--- src/rtl/arb_pkg.sv ---
//------------------------------------------------------------------------------
// Module  : arb_pkg
// Brief   : Shared types and defaults for the fetch/data memory port arbiter.
// Rev     : 1.0
//------------------------------------------------------------------------------
`default_nettype none

package arb_pkg;

    localparam int AW_DEF      = 32;
    localparam int DW_DEF      = 32;
    localparam int TIMEOUT_DEF = 255;

    typedef enum logic [1:0] {
        IDLE   = 2'd0,
        IFETCH = 2'd1,
        DACC   = 2'd2
    } arb_state_e;

endpackage

`default_nettype wire

--- src/rtl/req_timeout_counter.sv ---
//------------------------------------------------------------------------------
// Module  : req_timeout_counter
// Brief   : Counts unanswered request cycles; flags expiry at TIMEOUT.
// Rev     : 1.0
//------------------------------------------------------------------------------
`default_nettype none

module req_timeout_counter
    import arb_pkg::*;
#(
    parameter int TIMEOUT = TIMEOUT_DEF
) (
    input  logic clk,
    input  logic reset,
    input  logic clear_i,
    input  logic enable_i,
    output logic expire_o
);

    localparam int CW = $clog2(TIMEOUT + 1);

    logic [CW-1:0] cnt_q;

    assign expire_o = (cnt_q == CW'(TIMEOUT));

    // Saturates at TIMEOUT so expiry stays asserted until the owner clears it.
    always_ff @(posedge clk) begin
        if (!reset || clear_i) begin
            cnt_q <= '0;
        end else if (enable_i && !expire_o) begin
            cnt_q <= cnt_q + CW'(1);
        end
    end

endmodule

`default_nettype wire

--- src/rtl/mem_port_arbiter.sv ---
//------------------------------------------------------------------------------
// Module  : mem_port_arbiter
// Brief   : Serialises core fetch and data ports onto one variable-latency
//           req/ack memory, buffers the returned word and drives stalls.
// Rev     : 1.0
//------------------------------------------------------------------------------
`default_nettype none

module mem_port_arbiter
    import arb_pkg::*;
#(
    parameter int AW      = AW_DEF,
    parameter int DW      = DW_DEF,
    parameter int TIMEOUT = TIMEOUT_DEF
) (
    input  logic          clk,
    input  logic          reset,
    input  logic [AW-1:0] PCF,
    input  logic          IReqF,
    input  logic          StallHzF,
    output logic [DW-1:0] InstrF,
    output logic          IStallF,
    input  logic [AW-1:0] ALUResultM,
    input  logic [DW-1:0] WriteDataM,
    input  logic          MemWriteM,
    input  logic          MemReadM,
    output logic [DW-1:0] ReadDataM,
    output logic          DStallM,
    output logic          mem_req,
    output logic          mem_we,
    output logic [AW-1:0] mem_addr,
    output logic [DW-1:0] mem_wdata,
    input  logic [DW-1:0] mem_rdata,
    input  logic          mem_ack,
    output logic          mem_err
);

    arb_state_e    state_q;
    logic          ivalid_q;
    logic          dvalid_q;
    logic          mem_req_q;
    logic          mem_we_q;
    logic [AW-1:0] mem_addr_q;
    logic [DW-1:0] mem_wdata_q;
    logic [DW-1:0] instr_q;
    logic [DW-1:0] rdata_q;
    logic          err_q;

    logic          w_dreq;
    logic          w_dpend;
    logic          w_ipend;
    logic          w_busy;
    logic          w_expire;
    logic          w_done;
    logic [DW-1:0] w_rdata;

    assign w_dreq  = MemReadM | MemWriteM;
    assign w_dpend = w_dreq & ~dvalid_q;
    assign w_ipend = IReqF & ~ivalid_q;
    assign w_busy  = (state_q != IDLE);

    // A real ack wins over a coincident expiry so valid data is never dropped.
    assign w_done  = w_busy & (mem_ack | w_expire);
    assign w_rdata = mem_ack ? mem_rdata : '0;

    assign IStallF = reset & IReqF & ~ivalid_q;
    assign DStallM = reset & w_dreq & ~dvalid_q;

    assign InstrF    = instr_q;
    assign ReadDataM = rdata_q;
    assign mem_req   = mem_req_q;
    assign mem_we    = mem_we_q;
    assign mem_addr  = mem_addr_q;
    assign mem_wdata = mem_wdata_q;
    assign mem_err   = err_q;

    req_timeout_counter #(
        .TIMEOUT (TIMEOUT)
    ) u_timeout (
        .clk      (clk),
        .reset    (reset),
        .clear_i  (~w_busy | w_done),
        .enable_i (mem_req_q & ~mem_ack),
        .expire_o (w_expire)
    );

    always_ff @(posedge clk) begin
        if (!reset) begin
            state_q     <= IDLE;
            ivalid_q    <= 1'b0;
            dvalid_q    <= 1'b0;
            mem_req_q   <= 1'b0;
            mem_we_q    <= 1'b0;
            mem_addr_q  <= '0;
            mem_wdata_q <= '0;
            instr_q     <= '0;
            rdata_q     <= '0;
            err_q       <= 1'b0;
        end else begin
            // Buffered words are consumed only when the relevant stage advances.
            if (!DStallM) begin
                dvalid_q <= 1'b0;
            end
            if (!IStallF && !DStallM && !StallHzF) begin
                ivalid_q <= 1'b0;
            end

            case (state_q)
                IDLE: begin
                    if (w_dpend) begin
                        state_q     <= DACC;
                        mem_req_q   <= 1'b1;
                        mem_we_q    <= MemWriteM;
                        mem_addr_q  <= ALUResultM;
                        mem_wdata_q <= WriteDataM;
                    end else if (w_ipend) begin
                        state_q    <= IFETCH;
                        mem_req_q  <= 1'b1;
                        mem_we_q   <= 1'b0;
                        mem_addr_q <= PCF;
                    end
                end
                IFETCH: begin
                    if (w_done) begin
                        state_q   <= IDLE;
                        mem_req_q <= 1'b0;
                        instr_q   <= w_rdata;
                        ivalid_q  <= 1'b1;
                        if (!mem_ack) begin
                            err_q <= 1'b1;
                        end
                    end
                end
                DACC: begin
                    if (w_done) begin
                        state_q   <= IDLE;
                        mem_req_q <= 1'b0;
                        mem_we_q  <= 1'b0;
                        dvalid_q  <= 1'b1;
                        if (!mem_we_q) begin
                            rdata_q <= w_rdata;
                        end
                        if (!mem_ack) begin
                            err_q <= 1'b1;
                        end
                    end
                end
                default: begin
                    state_q   <= IDLE;
                    mem_req_q <= 1'b0;
                end
            endcase
        end
    end

endmodule

`default_nettype wire

--- config.mk ---
export PLATFORM = sky130hd
export DESIGN_NAME = mem_port_arbiter
export DESIGN_NICKNAME = d
export VERILOG_FILES = /design/src/rtl/arb_pkg.sv /design/src/rtl/req_timeout_counter.sv /design/src/rtl/mem_port_arbiter.sv
export SDC_FILE = /design/constraint.sdc
export NUM_CORES = 1
export LEC_CHECK = 0
export ABC_AREA = 0
export BUFFER_PORTS_ARGS = -buffer_cell sky130_fd_sc_hd__buf_4
export CAP_MARGIN = 20
export CORE_ASPECT_RATIO = 1.25
export CORE_UTILIZATION = 30
export CTS_CLUSTER_DIAMETER = 120
export DETAILED_ROUTE_END_ITERATION = 16
export GPL_TIMING_DRIVEN = 0
export PLACE_DENSITY_LB_ADDON = 0.05
export SLEW_MARGIN = 20
export SYNTH_ARGS = -nofsm -noshare
export SYNTH_HDL_FRONTEND = slang
export SYNTH_HIERARCHICAL = 1
export SYNTH_SLANG_ARGS = --single-unit
--- constraint.sdc ---
create_clock -name clk -period 3.03 [get_ports clk]
set_input_delay 0.606 -clock clk [delete_from_list [all_inputs] [get_ports clk]]
set_output_delay 0.606 -clock clk [all_outputs]
set_load 0.005 [all_outputs]
======== Word level (Yosys, flattened, before mapping) ========
Cells that the tools add are included.
word-level totals
  bits in registers ....................... 143
  latch bits .............................. 0
  bits in writable memories ............... 0
  ROM bits ................................ 0
  output and inout port bits .............. 133
  word-level logic and storage cells ...... 75
  memories ................................ 0
operators by class
  add/subtract/negate cells ............... 1
  multiply operators ...................... 0
  divide/modulo/power cells ............... 0
  order comparisons ....................... 0
  equal/unequal tests ..................... 6
  shift-type cells ........................ 0
  muxes and demuxes ....................... 20
  bitwise gates (word level) .............. 16
  reductions and logical operators ........ 21
operators by type and width
  operator               count
  $mux W32               3
  $mux W1                11
  $reduce_and A3 Y1      3
  $add A8 B1 Y8 const B  1
  $and A1 B1 Y1          8
  $eq A8 B8 Y1 const B   1
  $reduce_and A2 Y1      4
  $mux W2                3
  $reduce_bool A2 Y1     3
  $logic_not A1 Y1       5
  $not A1 Y1             5
  $pmux W1 S2            2
  $pmux W2 S2            1
  $logic_and A1 B1 Y1    3
  $ne A3 B3 Y1 const B   1
  $or A1 B1 Y1           3
  $eq A2 B1 Y1 const B   1
  $eq A2 B2 Y1 const B   1
  $logic_not A2 Y1       1
  $ne A2 B1 Y1 const B   1
  $ne A2 B2 Y1 const B   1
  $reduce_or A2 Y1       1
  $logic_or A1 B1 Y1     1

======== Longest topological paths before layout ========
  depth after elaboration ................. 9
  depth in mapped cells ................... 10
  depth with buffers taken out ............ 8

======== Modules after synthesis ========
Netlist, hierarchy kept.
modules (own cells, without submodules)
  module               times used  cells each  area each (sq um)  seq. area each (sq um)
  mem_port_arbiter     1           654         5353.9             2702.6
  req_timeout_counter  1           44          404.1              160.2

======== Least setup slack after synthesis ========
No wires, ideal clock.
  path kind ............................... reg2reg
  from .................................... reg u_timeout.cnt_q[0]
  to ...................................... reg rdata_q[1] (netlist: ReadDataM[1])
  arrival time ............................ 1757 ps
  slack ................................... 1149 ps
  stages on the path, launching flop included .. 9
  path buffers ............................ 1
  clock period less this slack ............ 1881 ps
  path through ............................ dfxtp_1 > ha_1 > and4_4 > nand2_1 > inv_1 > o21bai_2 > nor3_4 > clkbuf_2 > o21ai_0
on the way
  word-level cells in the longest chain between the ends .. 4
ends and longest elaborated chain
  item                         RTL line                   RTL
  from (decl)                  req_timeout_counter.sv:22  logic [CW-1:0] cnt_q;
  from (signal assigned)       req_timeout_counter.sv:31  cnt_q <= cnt_q + CW'(1);
  $eq A8 B8 Y1                 req_timeout_counter.sv:24  assign expire_o = (cnt_q == CW'(TIMEOUT));
  via w_expire                 mem_port_arbiter.sv:53     logic w_expire;
  $or A1 B1 Y1                 mem_port_arbiter.sv:63     assign w_done = w_busy & (mem_ack | w_expire);
  $and A1 B1 Y1                mem_port_arbiter.sv:63
  $reduce_and A3 Y1 (no line)  --
  to (signal assigned)         mem_port_arbiter.sv:141    rdata_q <= w_rdata;
  to (decl)                    mem_port_arbiter.sv:46     logic [DW-1:0] rdata_q;
The timed path passes the listed nets, and every way through them passes these cells.
A chain may end at the register's enable or synchronous reset.

======== Worst setup path after layout ========
  from .................................... reg u_timeout.cnt_q[0]
  to ...................................... reg rdata_q[3] (netlist: ReadDataM[3])
Same word-level chain as after synthesis.

==> impl_metrics.csv <==
group,metric,value,unit
global_routing,grt_usage,19.8,%
synth,netlist_instances,698,
clock_tree,clock-sinks,143,
setup_path,r2r-end,"ReadDataM[3]$_SDFFE_PN0P_",
sta,tns,0,ns
pwr,finalPower,6.21,mW
synth,netlist_area,0.00576,sq mm
clock_tree,ctsResizeCount,0,
detailed_routing,drtPass1Iterations,5,
synth,synth_top_area_cell,"dfxtp_1",
clock_tree,cts_setup_buffers,0,
detailed_routing,drt_wl_total,19400,microns
clock_tree,postCtsHoldBufs,0,
synth,synth_compound_area_share,18.3,%
synth,yosys-top-cells-area,"dfxtp_1 50%, nand2_1 13%, a21oi_1 5.9%, o21ai_0 5.1%, a31oi_1 4.0%",
pwr,p_per_area,716,mW/mm^2
sta,period_minus_slack,2.33,ns
synth,ys_seq_elements,143,
layout,nFillCells,1949,
layout,syn_to_final_growth,50.7,%
sta,hold_viol_final,0,
sta,drv_slew,0,
global_routing,antenna_found_initial,0,
synth,syn_avg_cell_area,8.25,sq um
min_path,holdPathEnd,"mem_wdata[19]$_SDFFE_PN0P_",
layout,layout_common_cells,"270 x buf_4, 201 x nand2_1, 143 x dfxtp_1",
clock_tree,cts_tree,"built",
setup_path,cp_max_fo,10,
synth,yosys_warnings,6,
placed_design,post-place-cells,1196,
setup_path,reg2reg_from,"u_timeout/cnt_q[0]$_SDFFE_PP0P_",
pwr,p_leak,3.70,nW
layout,num_antenna_cells,0,
setup_path,path_cells,"ha_1 -> and4_4 -> nand2_1 -> inv_1 -> o21bai_2 -> nor3_4 -> clkbuf_2 -> o21ai_0",
sta,setup_violations,0,
floorplan,start_util,30.7,%
floorplan,ios,268,
floorplan,die_x,126,microns
detailed_routing,viasPerCell,4.82,
min_path,whs_path_depth,3,
layout,nets,1122,
sta,period_share,76.9,%
synth,yosysTopAreaCellShare,49.7,%
min_path,hold_path_class,"in2reg",
job,maxCapViolCount,0,
global_routing,grt_pass1_vias,5956,
global_routing,grt_pass1_wl,30800,microns
floorplan,core_area,0.0188,sq mm
layout,fin_area,0.00867,sq mm
layout,final_common_cell,"buf_4",
detailed_routing,antenna_left,0,
synth,syn_nets,837,
placed_design,dpl_worst_slack,0.694,ns
detailed_routing,drc,0,
placed_design,place_hpwl,14700,microns
synth,async_flop_share,0,%
layout,utilization,46.2,%
placed_design,io_buffers,266,
synth,synthAdderAreaFrac,0.869,%
setup_path,cp_slowest_stage_delay,0.43,ns
setup_path,crit_required,3.32,ns
floorplan,rows,56,
detailed_routing,wl_per_cell,15.8,microns
sta,rsz0062_at_grt,"false",
synth,synthMuxAreaShare,0.695,%
setup_path,r2r_slack,0.70,ns
setup_path,cp-end-kind,"register",
clock_tree,clock_latency,0.42,ns
clock_tree,root_buffer,"clkbuf_16",
sta,fin_skew,0.0105,ns
sta,maxSlewHeadroom,57.5,%
floorplan,die_h,157,microns
detailed_routing,drt-initial-drc-count,240,
synth,yosys.cell_types.count,47,
clock_tree,cts.reportedPaths.clkPinSlew,0.06,ns
synth,synth-xor-area-share,0,%
min_path,min_from,"WriteDataM[19]",
layout,layout-drive-gt1-share,36.0,%
sta,whs,0.430,ns
global_routing,grt_max_degree,17,
placed_design,gp_congestion,0.762,
global_routing,grt_overflow,0,
synth,yosysSeqAreaShare,49.7,%
synth,synth_top_family_by_area,"simple AND/OR/NAND/NOR gates",
sta,max_freq,0.429,GHz
synth,synthSimpleGateAreaFrac,23.7,%
setup_path,critPathArrivalTime,2.62,ns
pwr,ir_drop,343,uV
clock_tree,cts_max_level,4,
setup_path,slowest_stage,"nor3_4",
setup_path,startpoint_type,"register",
sta,worst_slew_pin_slew,0.637,ns
synth,synth_edf_count,0,
synth,ys.flop_type,"dfxtp_1",
status,status,"finished, final reports clean",
clock_tree,clock_path_buffers,2,
detailed_routing,vias,5919,
layout,finalNonFillerCells,1228,
setup_path,path_class,"reg2reg",
setup_path,worstRegToRegCells,8,
placed_design,placed_cell_area,0.00805,sq mm
clock_tree,cts_buffers,17,
sta,layout_setup_ws,0.699,ns
floorplan,dieArea,0.0198,sq mm
==> synthesized netlist by cell type, drive strengths merged (3+ instances only) <==
library cell,instances
buf,38
mux2i,4
nand4,35
a31oi,37
nor3,5
nand3,32
clkbuf,24
nand2b,3
nor2,4
ha,4
inv,5
o21ai,66
a21oi,70
nand2,201
dfxtp,143
a211oi,3
==> where the power goes <==
group / switching [mW] / total (mW) / internal (mW) / leakage [nW]
sequential: 0.158 / 2.34 / 2.18 / 1.17
clock: 0.844 / 2.25 / 1.40 / 0.296
combinational: 0.825 / 1.63 / 0.805 / 2.24
total: 1.83 / 6.21 / 4.39 / 3.70
==> area by class of cell <==
type | instances | area, sq um | area share (%)
Tap cell | 232 | 290 | 3.35
Inverter | 5 | 18.8 | 0.216
Timing Repair Buffer | 266 | 2000 | 23.0
Multi-Input combinational cell | 488 | 2510 | 28.9
Buffer | 62 | 369 | 4.26
Clock buffer | 19 | 443 | 5.11
Sequential cell | 143 | 2860 | 33.0
Clock inverter | 13 | 186 | 2.15
==> how the worst max path moves through the flow <==
stage	start	endpoint	cells past startpoint
after floorplan	u_timeout/cnt_q[0]$_SDFFE_PP0P_	ReadDataM[1]$_SDFFE_PN0P_	8
after global placement	u_timeout/cnt_q[0]$_SDFFE_PP0P_	ReadDataM[3]$_SDFFE_PN0P_	8
after detailed placement	u_timeout/cnt_q[0]$_SDFFE_PP0P_	ReadDataM[3]$_SDFFE_PN0P_	8
after CTS	u_timeout/cnt_q[0]$_SDFFE_PP0P_	ReadDataM[3]$_SDFFE_PN0P_	8
after global routing	u_timeout/cnt_q[0]$_SDFFE_PP0P_	ReadDataM[3]$_SDFFE_PN0P_	8
final	u_timeout/cnt_q[0]$_SDFFE_PP0P_	ReadDataM[3]$_SDFFE_PN0P_	8
==> cell families after synthesis <==
kind of cell	count (synthesis)
AOI/OAI and AO/OA	186
DFF	143
and+or+nand+nor	294
adders and majority gates	4
muxes	4
buffers and inverters	67
==> routing by layer <==
metal | track usage [%] | share of wire, %
met4 | 6.37 | 1.2
met5 | 0 | 0
met2 | 35.1 | 50
met3 | 7.00 | 7.6
met1 | 21.9 | 41
==> flip-flops by register name (all words and copies together), names as in the netlist <==
name and count:
InstrF 32, ReadDataM 32, dvalid_q 1, ivalid_q 1, mem_addr 32, mem_err 1
mem_req 1, mem_wdata 32, mem_we 1, state_q 2, u_timeout/cnt_q 8
==> worst max-delay path, delay by kind of cell (launching register included) <==
| family | cells | cell delay (ns) |
|---|---|---|
| DFF | 1 | 0.39 |
| buffers and inverters | 2 | 0.51 |
| adders and majority gates | 1 | 0.24 |
| and+or+nand+nor | 3 | 0.82 |
| AOI/OAI and AO/OA | 2 | 0.24 |
(Power assumes the default switching activity.)
